File: config.mk
export PLATFORM = sky130hd
export DESIGN_NAME = score_keeper
export DESIGN_NICKNAME = d
export VERILOG_FILES = /design/src/rtl/score_keeper.sv
export SDC_FILE = /design/constraint.sdc
export NUM_CORES = 1
export LEC_CHECK = 0
export ABC_AREA = 0
export CAP_MARGIN = 0
export CORE_UTILIZATION = 24
export CTS_CLUSTER_DIAMETER = 50
export CTS_CLUSTER_SIZE = 14
export DETAILED_ROUTE_END_ITERATION = 6
export SLEW_MARGIN = 15
export SYNTH_ARGS = -nofsm -noshare
export SYNTH_HDL_FRONTEND = slang
export SYNTH_SLANG_ARGS = --single-unit
File: constraint.sdc
create_clock -name clk -period 3.7 [get_ports clk]
set_clock_uncertainty 0.1 [all_clocks]
set_input_delay 0.74 -clock clk [delete_from_list [all_inputs] [get_ports clk]]
set_output_delay 0.74 -clock clk [all_outputs]
set_load 0.005 [all_outputs]
File: src/rtl/score_keeper.sv
// score_keeper: buffered score digit with frame-paced count-up and IDLE/PLAY/WON state; WIN_FLASH_EN adds win flashing
module score_keeper #(
  parameter int WIN_SCORE    = 9,
  parameter int COUNT_DIV    = 4,
  parameter int MAX_PENDING  = 15,
  parameter int FLASH_FRAMES = 8
) (
  input  logic       clk,
  input  logic       resetN,
  input  logic       startOfFrame,
  input  logic       gameStart,
  input  logic       hit,
  input  logic [1:0] hitPoints,
  output logic [3:0] score,
  output logic       busy,
  output logic       win,
  output logic       scoreVisible
);
  typedef enum logic [1:0] {IDLE, PLAY, WON} state_t;
  localparam logic [3:0] DIV_LAST = 4'(COUNT_DIV - 1);
  localparam logic [3:0] WIN_VAL  = 4'(WIN_SCORE);
  localparam logic [4:0] MAXP     = 5'(MAX_PENDING);
  state_t state, state_n;
  logic [3:0] score_n, pending, pending_n, frame_cnt, frame_cnt_n;
  logic [4:0] sum;
  logic wrap, step;
  // next-state: gameStart wins over hits and drain steps; a winning step clears leftover points
  always_comb begin
    wrap = startOfFrame && frame_cnt == DIV_LAST;
    step = state == PLAY && wrap && pending != 4'd0;
    sum = {1'b0, pending} + {3'b0, hit ? hitPoints : 2'd0} - {4'b0, step};
    state_n = state;
    score_n = score;
    pending_n = pending;
    frame_cnt_n = frame_cnt;
    if (gameStart) begin
      state_n = PLAY;
      score_n = 4'd0;
      pending_n = 4'd0;
      frame_cnt_n = 4'd0;
    end else if (state == PLAY) begin
      frame_cnt_n = startOfFrame ? (wrap ? 4'd0 : frame_cnt + 4'd1) : frame_cnt;
      score_n = score + {3'b0, step};
      state_n = step && score_n == WIN_VAL ? WON : PLAY;
      pending_n = state_n == WON ? 4'd0 : (sum > MAXP ? MAXP[3:0] : sum[3:0]);
    end
  end
  // state and counter registers
  always_ff @(posedge clk) begin
    if (resetN) begin
      state <= IDLE;
      score <= 4'd0;
      pending <= 4'd0;
      frame_cnt <= 4'd0;
    end else begin
      state <= state_n;
      score <= score_n;
      pending <= pending_n;
      frame_cnt <= frame_cnt_n;
    end
  end
  assign busy = pending != 4'd0;
  assign win  = state == WON;
`ifdef WIN_FLASH_EN
  localparam int FW = FLASH_FRAMES > 1 ? $clog2(FLASH_FRAMES) : 1;
  localparam logic [FW-1:0] FLASH_LAST = FW'(FLASH_FRAMES - 1);
  logic [FW-1:0] flash_cnt;
  // blink the digit while resting in WON; visible on entry, exit and reset
  always_ff @(posedge clk) begin
    if (resetN || state != WON || state_n != WON) begin
      flash_cnt <= '0;
      scoreVisible <= 1'b1;
    end else if (startOfFrame) begin
      flash_cnt <= flash_cnt == FLASH_LAST ? '0 : flash_cnt + FW'(1);
      scoreVisible <= flash_cnt == FLASH_LAST ? ~scoreVisible : scoreVisible;
    end
  end
`else
  assign scoreVisible = 1'b1;
`endif
endmodule

* Word-level counts from Yosys, hierarchy flattened *
Cells that the tools add are included.

word-level totals
  register bits = 14
  bits in latches = 0
  RAM bits = 0
  memory bits (read-only) = 0
  input bits = 7
  output and inout bits = 7
  memories kept = 0

operators by class
  add/subtract/negate cells = 4
  $mul = 0
  divide/modulo/power cells = 0
  $lt $le $gt $ge = 1
  eq/ne operators = 5
  shift operators = 0
  multiplexer cells = 7
  bitwise logic cells = 0
  reductions and logical operators = 8

operators with widths
  operator                                                                         count
  4-bit two-way mux                                                                3
  4-bit by 2-bit adder with 5-bit output                                           1
  5-bit by 4-bit greater-than comparator with 1-bit output, second input constant  1
  5-bit by 1-bit subtractor with 5-bit output                                      1
  4-bit by 1-bit adder with 4-bit output                                           1
  4-bit by 1-bit adder with 4-bit output, second input constant                    1
  2-bit equality test, second input constant                                       2
  4-bit by 2-bit equality test with 1-bit output, second input constant            1
  4-bit equality test, second input constant                                       1
  1-bit logical AND                                                                4
  2-bit two-way mux                                                                2
  4-bit nonzero test                                                               1
  2-bit by 1-bit equality test with 1-bit output, second input constant            1
  1-bit two-way mux                                                                2
  2-bit AND reduction                                                              1
  2-bit nonzero test                                                               1
  2-bit OR reduction                                                               1

* Depth between registers and ports, before layout *
Gate-level depths: netlist (run 1).

  depth after elaboration = 10
  gate-level depth with buffers = 14

* Worst setup path after synthesis (run 1) *
No wires, ideal clock.

  path type = input to register
  start point = input startOfFrame
  end point = register pending[0]
  data arrival time = 2,796 ps
  path slack = 688 ps
  cell stages on the path = 13
  path buffers = 2
  cell sequence = and3b_1 buf_4 and3_1 buf_6 xnor2_1 ha_1 inv_1 fa_1 nand2b_1 a21oi_1 xnor2_1 nand2b_1 a22o_1

between the ends
  cells in the longest elaborated chain, start to end = 9
  elaborated cells on any way between the ends = 12

RTL lines
  element                                                                                              line  RTL
  start: declaration                                                                                   10    input logic startOfFrame,
  1-bit logical AND *                                                                                  29    wrap = startOfFrame && frame_cnt == DIV_LAST;
  1-bit logical AND * (2 in a row)                                                                     30    step = state == PLAY && wrap && pending != 4'd0;
  parallel branches: the longest is 5 deep, another holds 5-bit by 1-bit subtractor with 5-bit output  n/a
  4-bit two-way mux *                                                                                  45    pending_n = state_n == WON ? 4'd0 : (sum > MAXP ? MAXP[3:0] : sum[3:0]);
  end signal: assignment                                                                               58    pending <= pending_n;
  end: declaration                                                                                     24    logic [3:0] score_n, pending, pending_n, frame_cnt, frame_cnt_n;

Mark *: on every way between the ends.
A chain may end at the register's enable or synchronous reset.

* Worst setup path after layout (run 1) *
  start point = input startOfFrame
  end point = register pending[2]

Same word-level chain as after synthesis.

==> flow_summary.json, run 1 <==
{
  "synth_compound_area_share_pct": 9.87,
  "setup_viol": 0,
  "critPathBufInv": 2,
  "seq_area_frac_synth_pct": 32.5,
  "arrival_ps": 3340,
  "route.detailed.drc": 0,
  "cap_violations": 0,
  "die_x_um": 61.9,
  "grt_pass1_wl_um": 2720,
  "viasPerCell": 4.44,
  "crit_path_max_fanout": 6,
  "syn-cell-area_um2": 862,
  "ant_nets": 0,
  "area_growth_pct": 22.2,
  "layout_min_cycle_time_ps": 3270,
  "final_max_slew_viol_count": 0,
  "synthMuxAreaShare_pct": 1.16,
  "max_stage_delay_ps": 470,
  "gp_congestion": 0.707,
  "final_cell_mix": "dfxtp_1, nand2_1, clkdlybuf4s50_1, nor2_1",
  "wl_per_cell_um": 10.3,
  "cts_tree": "yes",
  "core_um2": 3390,
  "synth_cell_types": 31,
  "rows": 21,
  "clk_pin_slew_ps": 80,
  "end_kind": "register",
  "clock-sinks": 14,
  "ir_drop_mv": 0.117,
  "timing.fmax_ghz": 0.306,
  "crit_type": "input pin to register",
  "cts_setup_buffers": 0,
  "crit_chain": "clkdlybuf4s50_1 -> and3b_1 -> and3_1 -> xnor2_1 -> ha_1 -> inv_1 -> fa_1 -> nand2b_1 -> a21oi_1 -> xnor2_1 -> nand2_1 -> a22o_1",
  "async_flop_share_pct": 0,
  "initialDrtViolationCount": 11,
  "port_buffers": 12,
  "initial_utilization_pct": 25.4,
  "layout_commonest_cell": "dfxtp_1",
  "clockBufferDepth": 2,
  "min_path_type": "register to register",
  "critPathLaunchType": "input pin",
  "synth_top_family_by_area": "simple AND/OR/NAND/NOR gates",
  "totalWireLength_um": 1620,
  "num-fill-cells": 351,
  "hold_viol_final": 0,
  "syn_area_per_cell_um2": 8.71,
  "vias": 701,
  "drive_gt1_share_pct": 8.04,
  "grt_max_degree": 11,
  "antenna_found_initial": 0,
  "first_pass_iters": 3,
  "path_common_cell": "xnor2_1",
  "synth_fa_ha_area_share_pct": 13.9,
  "reg2reg_slack_ps": 670,
  "fin_crit_sh_pct": 88.3,
  "hold_slack_ps": 385,
  "place.detailed.hpwl_um": 1330,
  "die_y_um": 61.9,
  "dieArea_um2": 3840,
  "synth_warnings": 0,
  "cts-htree-levels": 1,
  "nNetsFinal": 129,
  "first_global_vias": 688,
  "ctsHoldBuffers": 0,
  "cts-resized-gates": 0,
  "ys.flop_type": "dfxtp_1",
  "synth-seq-cells": 14,
  "overflow": 0,
  "syn_nets": 115,
  "cts_root_buf": "clkbuf_4",
  "rsz0062_at_grt": "false",
  "synth_xor_area_share_pct": 9.14,
  "diodes": 0,
  "finalSetupTns_ps": 0,
  "cp_top_family": "simple AND/OR/NAND/NOR gates",
  "power.density_nw_per_um2": 318,
  "p_leak_nw": 0.431,
  "critical-path-slowest-cell": "clkdlybuf4s50_1",
  "cts_buffers": 3,
  "status": "finished clean",
  "synth_cells": 99,
  "yosys.area_share.simple_pct": 26.0,
  "io_pins": 14,
  "synth-edff-count": 0,
  "grt_util_all_layers_pct": 10.1,
  "required_ps": 3770,
  "insertion_delay_ps": 270
}
## per-stage QoR
stage | instances | util (%) | area, um^2 | total power [W] | setup slack (ps)
5_1_grt | 158 | 31.1 | 1050 | 0.000356 | 264
2_1_floorplan | 99 | - | 862 | 0.000210 | 688
6_report | 158 | 31.1 | 1050 | 0.000335 | 434
3_5_place_dp | 154 | 30.0 | 1020 | 0.000231 | 140
3_3_place_gp | 154 | 30.0 | 1020 | 0.000227 | 238
4_1_cts | 158 | 31.1 | 1050 | 0.000341 | 420
## worst min-delay path, stage by stage (launching register included)
cell     delay (ps)
dfxtp_1         320
inv_1            70
a21oi_1          50
## power breakdown
group	internal (W)	switching [W]
combinational	0.0000346	0.0000343
sequential	0.000154	0.00000293
clock	0.0000598	0.0000488
## cell type report
type                            instances  area, um^2  share of cell area, %
Clock buffer                            4        36.3                   3.44
Inverter                                8        30.0                   2.85
Sequential cell                        14         280                   26.6
Timing Repair Buffer                   13         128                   12.1
Multi-Input combinational cell         73         522                   49.5
Tap cell                               46        57.6                   5.46
## kinds of logic (layout without fill, tap and decap cells)
family,count (synthesis),count (layout)
other,1,1
buffers and inverters,12,25
xor gates and xnor gates,9,9
muxes,1,1
and+or+nand+nor,40,40
adders and majority gates,9,9
DFF,14,14
AOI/OAI and AO/OA,13,13
## worst paths after layout
check,end,cells past startpoint,from
max,pending[2],12,startOfFrame
min,state[1],2,state[1]
max reg2reg,pending[2],13,pending[3]
min reg2reg,state[1],2,state[1]
## metal layers
layer  up-vias  wire length [um]  track usage (%)
met1       338               686             10.4
li1        351                 -                -
met5         -                 0                0
met3         2                54             3.31
met4         0                40             5.71
met2        10               839             17.8
## registers in the layout, summed over array words and instances, names as in the netlist
register   flops
score          4
frame_cnt      4
state          2
pending        4
## synth_stat cells (all sizes together) (2+ instances only)
cell / count / share of area, %
dfxtp: 14 / 33
nand2: 12 / 5.2
nor2: 11 / 4.8
ha: 8 / 12
inv: 8 / 3.5
a21oi: 7 / 4.1
xnor2: 5 / 5.1
a22o: 4 / 4.1
xor2: 4 / 4.1
and3: 3 / 2.8
buf: 3 / 3.0
nand2b: 2 / 1.5
nand4: 2 / 3.2
nor2b: 2 / 1.5
(Power assumes the default switching activity.)
==> run 2: changes to the inputs <==
--- a/config.mk
+++ b/config.mk
@@ -9,7 +9,7 @@
 export CAP_MARGIN = 0
 export CORE_UTILIZATION = 24
 export CTS_CLUSTER_DIAMETER = 50
-export CTS_CLUSTER_SIZE = 14
+export CTS_CLUSTER_SIZE = 25
 export DETAILED_ROUTE_END_ITERATION = 6
 export SLEW_MARGIN = 15
 export SYNTH_ARGS = -nofsm -noshare
==> constraint.sdc (replaced) <==
create_clock -name clk -period 3.7 [get_ports clk]
set_clock_uncertainty 0.1 [all_clocks]
set_input_delay 0.37 -clock clk [delete_from_list [all_inputs] [get_ports clk]]
set_output_delay 0.37 -clock clk [all_outputs]
set_load 0.005 [all_outputs]
==> run 2 against run 1 <==
Count of clock-buffer cells in the layout did not move; utilization is 0.22 points lower; clock power is essentially flat; largest power group unchanged.
==> flow_summary.json, run 2 (same netlist as run 1, synthesis figures left out) <==
{
  "place.detailed.hpwl_um": 1230,
  "final_max_slew_viol_count": 0,
  "multiInputGateArea_um2": 522,
  "cts-resized-gates": 0,
  "status": "finished clean",
  "area_growth_pct": 21.3,
  "overflow": 0,
  "reg2reg_slack_ps": 660,
  "grt_util_all_layers_pct": 9.28,
  "layout_commonest_cell": "dfxtp_1",
  "viasPerCell": 4.24,
  "p_leak_nw": 0.425,
  "cap_violations": 0,
  "min_path_type": "register to register",
  "grt_max_degree": 11,
  "route.detailed.drc": 0,
  "num-fill-cells": 353,
  "die_x_um": 61.9,
  "critPathLaunchType": "register",
  "nNetsFinal": 128,
  "drive_gt1_share_pct": 7.21,
  "layout_min_cycle_time_ps": 3040,
  "crit_type": "register to register",
  "finalSetupTns_ps": 0,
  "final_cell_mix": "dfxtp_1, nand2_1, clkdlybuf4s50_1, nor2_1",
  "rsz0062_at_grt": "false",
  "timing.fmax_ghz": 0.329,
  "power.density_nw_per_um2": 318,
  "dp.cells": 153,
  "ant_nets": 0,
  "end_kind": "register",
  "stdcell_area_um2": 1050,
  "diodes": 0,
  "cts_setup_buffers": 0,
  "setup_viol": 0,
  "clock-sinks": 14,
  "io_pins": 14,
  "first_pass_iters": 4,
  "ff_latch_area_um2": 280,
  "gp_congestion": 0.700,
  "top_regs": "frame_cnt (4), pending (4), score (4)",
  "cts_root_buf": "clkbuf_4",
  "r2r_cells": 12,
  "hold_viol_final": 0,
  "core_um2": 3390,
  "ir_drop_mv": 0.0691,
  "fin_crit_sh_pct": 82.1,
  "initialDrtViolationCount": 10,
  "ctsHoldBuffers": 0,
  "arrival_ps": 3110,
  "min_to": "pending[3]",
  "antenna_found_initial": 0,
  "grt_pass1_wl_um": 2540,
  "vias": 665,
  "cts-htree-levels": 1,
  "required_ps": 3770,
  "initial_utilization_pct": 25.4,
  "clk_pin_slew_ps": 90,
  "whs_path_depth": 1,
  "stdcell_count": 157,
  "final_util_pct": 30.9,
  "port_buffers": 12,
  "crit_path_max_fanout": 6,
  "wl_per_cell_um": 9.37,
  "rows": 21,
  "timing.hold.worst.start": "pending[3]",
  "die_y_um": 61.9,
  "cts_buffers": 3,
  "timing.rr.start": "frame_cnt[0]",
  "r2r-end": "pending[1]",
  "dieArea_um2": 3840,
  "cts_tree": "yes",
  "totalWireLength_um": 1470,
  "insertion_delay_ps": 280,
  "clockBufferDepth": 2,
  "place_area_um2": 1010,
  "first_global_vias": 630
}
[run 2: worst max-delay path by stage]
stage,start,to,slack [ps],cells past startpoint
finish,frame_cnt[0],pending[1],660,12
global route,frame_cnt[0],pending[1],370,12
CTS,pending[3],pending[1],620,13
detailed placement,startOfFrame,pending[1],350,12
global placement,startOfFrame,pending[2],430,12
floorplan,pending[3],pending[0],840,14
[run 2: worst max-delay path, stage by stage, from the launching register on]
cell and delay [ps]:
dfxtp_1 380, ha_1 200, nor3b_2 260, and3_1 370
xnor2_1 160, ha_1 190, inv_1 60, fa_1 390
nand2b_1 160, a21oi_1 160, xnor2_1 200, nand2_1 100
a22o_1 200
[run 2: cell type report]
| cell class | count | share of cell area (%) |
|---|---|---|
| clock buffers | 4 | 3.47 |
| flip-flops and latches | 14 | 26.8 |
| inverters | 8 | 2.87 |
| repair buffers | 12 | 11.5 |
| well taps | 46 | 5.50 |
| multi-input cells | 73 | 49.9 |
[run 2: power breakdown]
part | switching (W) | total (W) | internal, W
Combinational | 0.0000324 | 0.0000666 | 0.0000342
Sequential | 0.00000296 | 0.000157 | 0.000154
Clock | 0.0000490 | 0.000109 | 0.0000599
Total | 0.0000843 | 0.000333 | 0.000249
[run 2: through the flow]
step | power (W) | hold slack [ps] | worst slack, ps
finish | 0.000333 | 388 | 663
global route | 0.000358 | 416 | 375
CTS | 0.000337 | 389 | 623
detailed placement | 0.000229 | 366 | 350
global placement | 0.000227 | 369 | 429
floorplan | 0.000210 | 342 | 845
[run 2: routing by layer]
layer	up-vias	share of wire, %	track usage [%]
li1	350	-	-
met3	4	3.4	2.48
met4	0	2.9	5.71
met5	-	0	0
met2	14	50	15.1
met1	297	44	10.9
==> run 3: changes to the inputs <==
==> constraint.sdc (replaced) <==
create_clock -name clk -period 2.9 [get_ports clk]
set_clock_uncertainty 0.1 [all_clocks]
set_input_delay 0.29 -clock clk [delete_from_list [all_inputs] [get_ports clk]]
set_output_delay 0.29 -clock clk [all_outputs]
set_load 0.005 [all_outputs]
==> run 3 against run 2 <==
Utilization increased by 2.4 points; count of clock-buffer cells in the layout unchanged; setup slack got worse by 530 ps; critical endpoint is now pending[3]; global-route usage increased by 0.051 points.
==> flow_summary.json, run 3 (same netlist as run 1, synthesis figures left out) <==
{
  "status": "finished clean",
  "grt_max_degree": 11,
  "cts_tree": "yes",
  "whs_path_depth": 2,
  "rows": 21,
  "critPathLaunch": "pending[2]",
  "antenna_found_initial": 0,
  "clock-sinks": 14,
  "initialDrtViolationCount": 16,
  "r2r-end": "pending[3]",
  "cts_buffers": 3,
  "hold_viol_final": 0,
  "first_pass_iters": 4,
  "layout_commonest_cell": "dfxtp_1",
  "cts-htree-levels": 1,
  "ir_drop_mv": 0.126,
  "r2r_cells": 13,
  "port_buffers": 12,
  "critPathLaunchType": "register",
  "gp_congestion": 0.829,
  "place.detailed.hpwl_um": 1260,
  "timing.rr.start": "pending[2]",
  "cts_setup_buffers": 0,
  "clockBufferDepth": 2,
  "top_regs": "frame_cnt (4), pending (4), score (4)",
  "timing.fmax_ghz": 0.361,
  "min_path_type": "register to register",
  "final_max_slew_viol_count": 0,
  "dieArea_um2": 3840,
  "die_x_um": 61.9,
  "p_leak_nw": 0.455,
  "cts_root_buf": "clkbuf_4",
  "grt_util_all_layers_pct": 9.33,
  "vias": 678,
  "nNetsFinal": 132,
  "crit_type": "register to register",
  "core_um2": 3390,
  "crit_path_max_fanout": 4,
  "diodes": 0,
  "overflow": 0,
  "finalSetupTns_ps": 0,
  "area_growth_pct": 30.6,
  "layout_min_cycle_time_ps": 2770,
  "drive_gt1_share_pct": 20.0,
  "power.density_nw_per_um2": 401,
  "dp.cells": 157,
  "ant_nets": 0,
  "grt_pass1_wl_um": 2570,
  "wl_per_cell_um": 9.57,
  "reg2reg_slack_ps": 130,
  "first_global_vias": 636,
  "arrival_ps": 2850,
  "setup_viol": 0,
  "worstSetupEndpoint": "pending[3]",
  "end_kind": "register",
  "fin_crit_sh_pct": 95.5,
  "post-place-ws_ps": -52.6,
  "clk_pin_slew_ps": 90,
  "stdcell_count": 161,
  "io_pins": 14,
  "die_y_um": 61.9,
  "totalWireLength_um": 1540,
  "route.detailed.drc": 0,
  "required_ps": 2980,
  "viasPerCell": 4.21,
  "setup_ws_ps": 130,
  "insertion_delay_ps": 280,
  "rsz0062_at_grt": "false",
  "num-fill-cells": 345,
  "final_cell_mix": "dfxtp_1, nand2_1, clkdlybuf4s50_1, nor2_1, inv_1",
  "cap_violations": 0,
  "initial_utilization_pct": 25.4
}
-- run 3: worst max-delay path, stage by stage, from the launching register on --
cell and delay (ps):
dfxtp_2 340, inv_1 80, ha_2 180, or3b_4 380, and3_4 170, xnor2_2 130
ha_2 200, inv_1 50, fa_2 340, nand2b_4 160, a21oi_4 130, xnor2_2 150
nand2_1 80, a22o_1 190
-- run 3: area by class of cell --
class / instances / area, um^2 / area share, %
Clock buffer: 4 / 36.3 / 3.22
Inverter: 8 / 30.0 / 2.67
Multi-Input combinational cell: 73 / 571 / 50.7
Sequential cell: 14 / 282 / 25.0
Tap cell: 46 / 57.6 / 5.11
Timing Repair Buffer: 16 / 150 / 13.3
-- run 3: how the worst min path moves through the flow --
stage | start | end | slack (ps)
final | frame_cnt[1] | frame_cnt[1] | 380
after global routing | frame_cnt[1] | frame_cnt[1] | 420
after CTS | frame_cnt[1] | frame_cnt[1] | 390
after detailed placement | pending[3] | pending[3] | 370
after global placement | frame_cnt[1] | frame_cnt[1] | 370
after floorplan | resetN | state[0] | 260
-- run 3: layer usage --
metal | GRT usage [%] | up-vias | routed length (um)
met5 | 0 | - | 0
met4 | 5.71 | 0 | 35
met3 | 2.28 | 4 | 54
met2 | 15.4 | 12 | 744
met1 | 10.9 | 305 | 707
li1 | - | 357 | -
-- run 3: report_power, final --
part	switching [W]	internal (W)	total (W)
clock network	0.0000636	0.0000763	0.000140
registers	0.00000425	0.000197	0.000202
logic	0.0000503	0.0000596	0.000110
total	0.000118	0.000333	0.000451
-- run 3: repair_timing --
item	in CTS	in global routing
pin swaps	4	3
hold buffers	0	0
resized for setup	7	5
endpoints found under the setup margin	4	4
-- run 3: per-stage QoR --
stage	hold WS, ps	total power (W)	area [um^2]	util [%]
after global routing	422	0.000475	1130	33.2
final	382	0.000451	1130	33.2
after floorplan	262	0.000267	862	-
after CTS	386	0.000448	1110	32.6
after global placement	368	0.000295	1040	30.7
after detailed placement	373	0.000297	1040	30.7
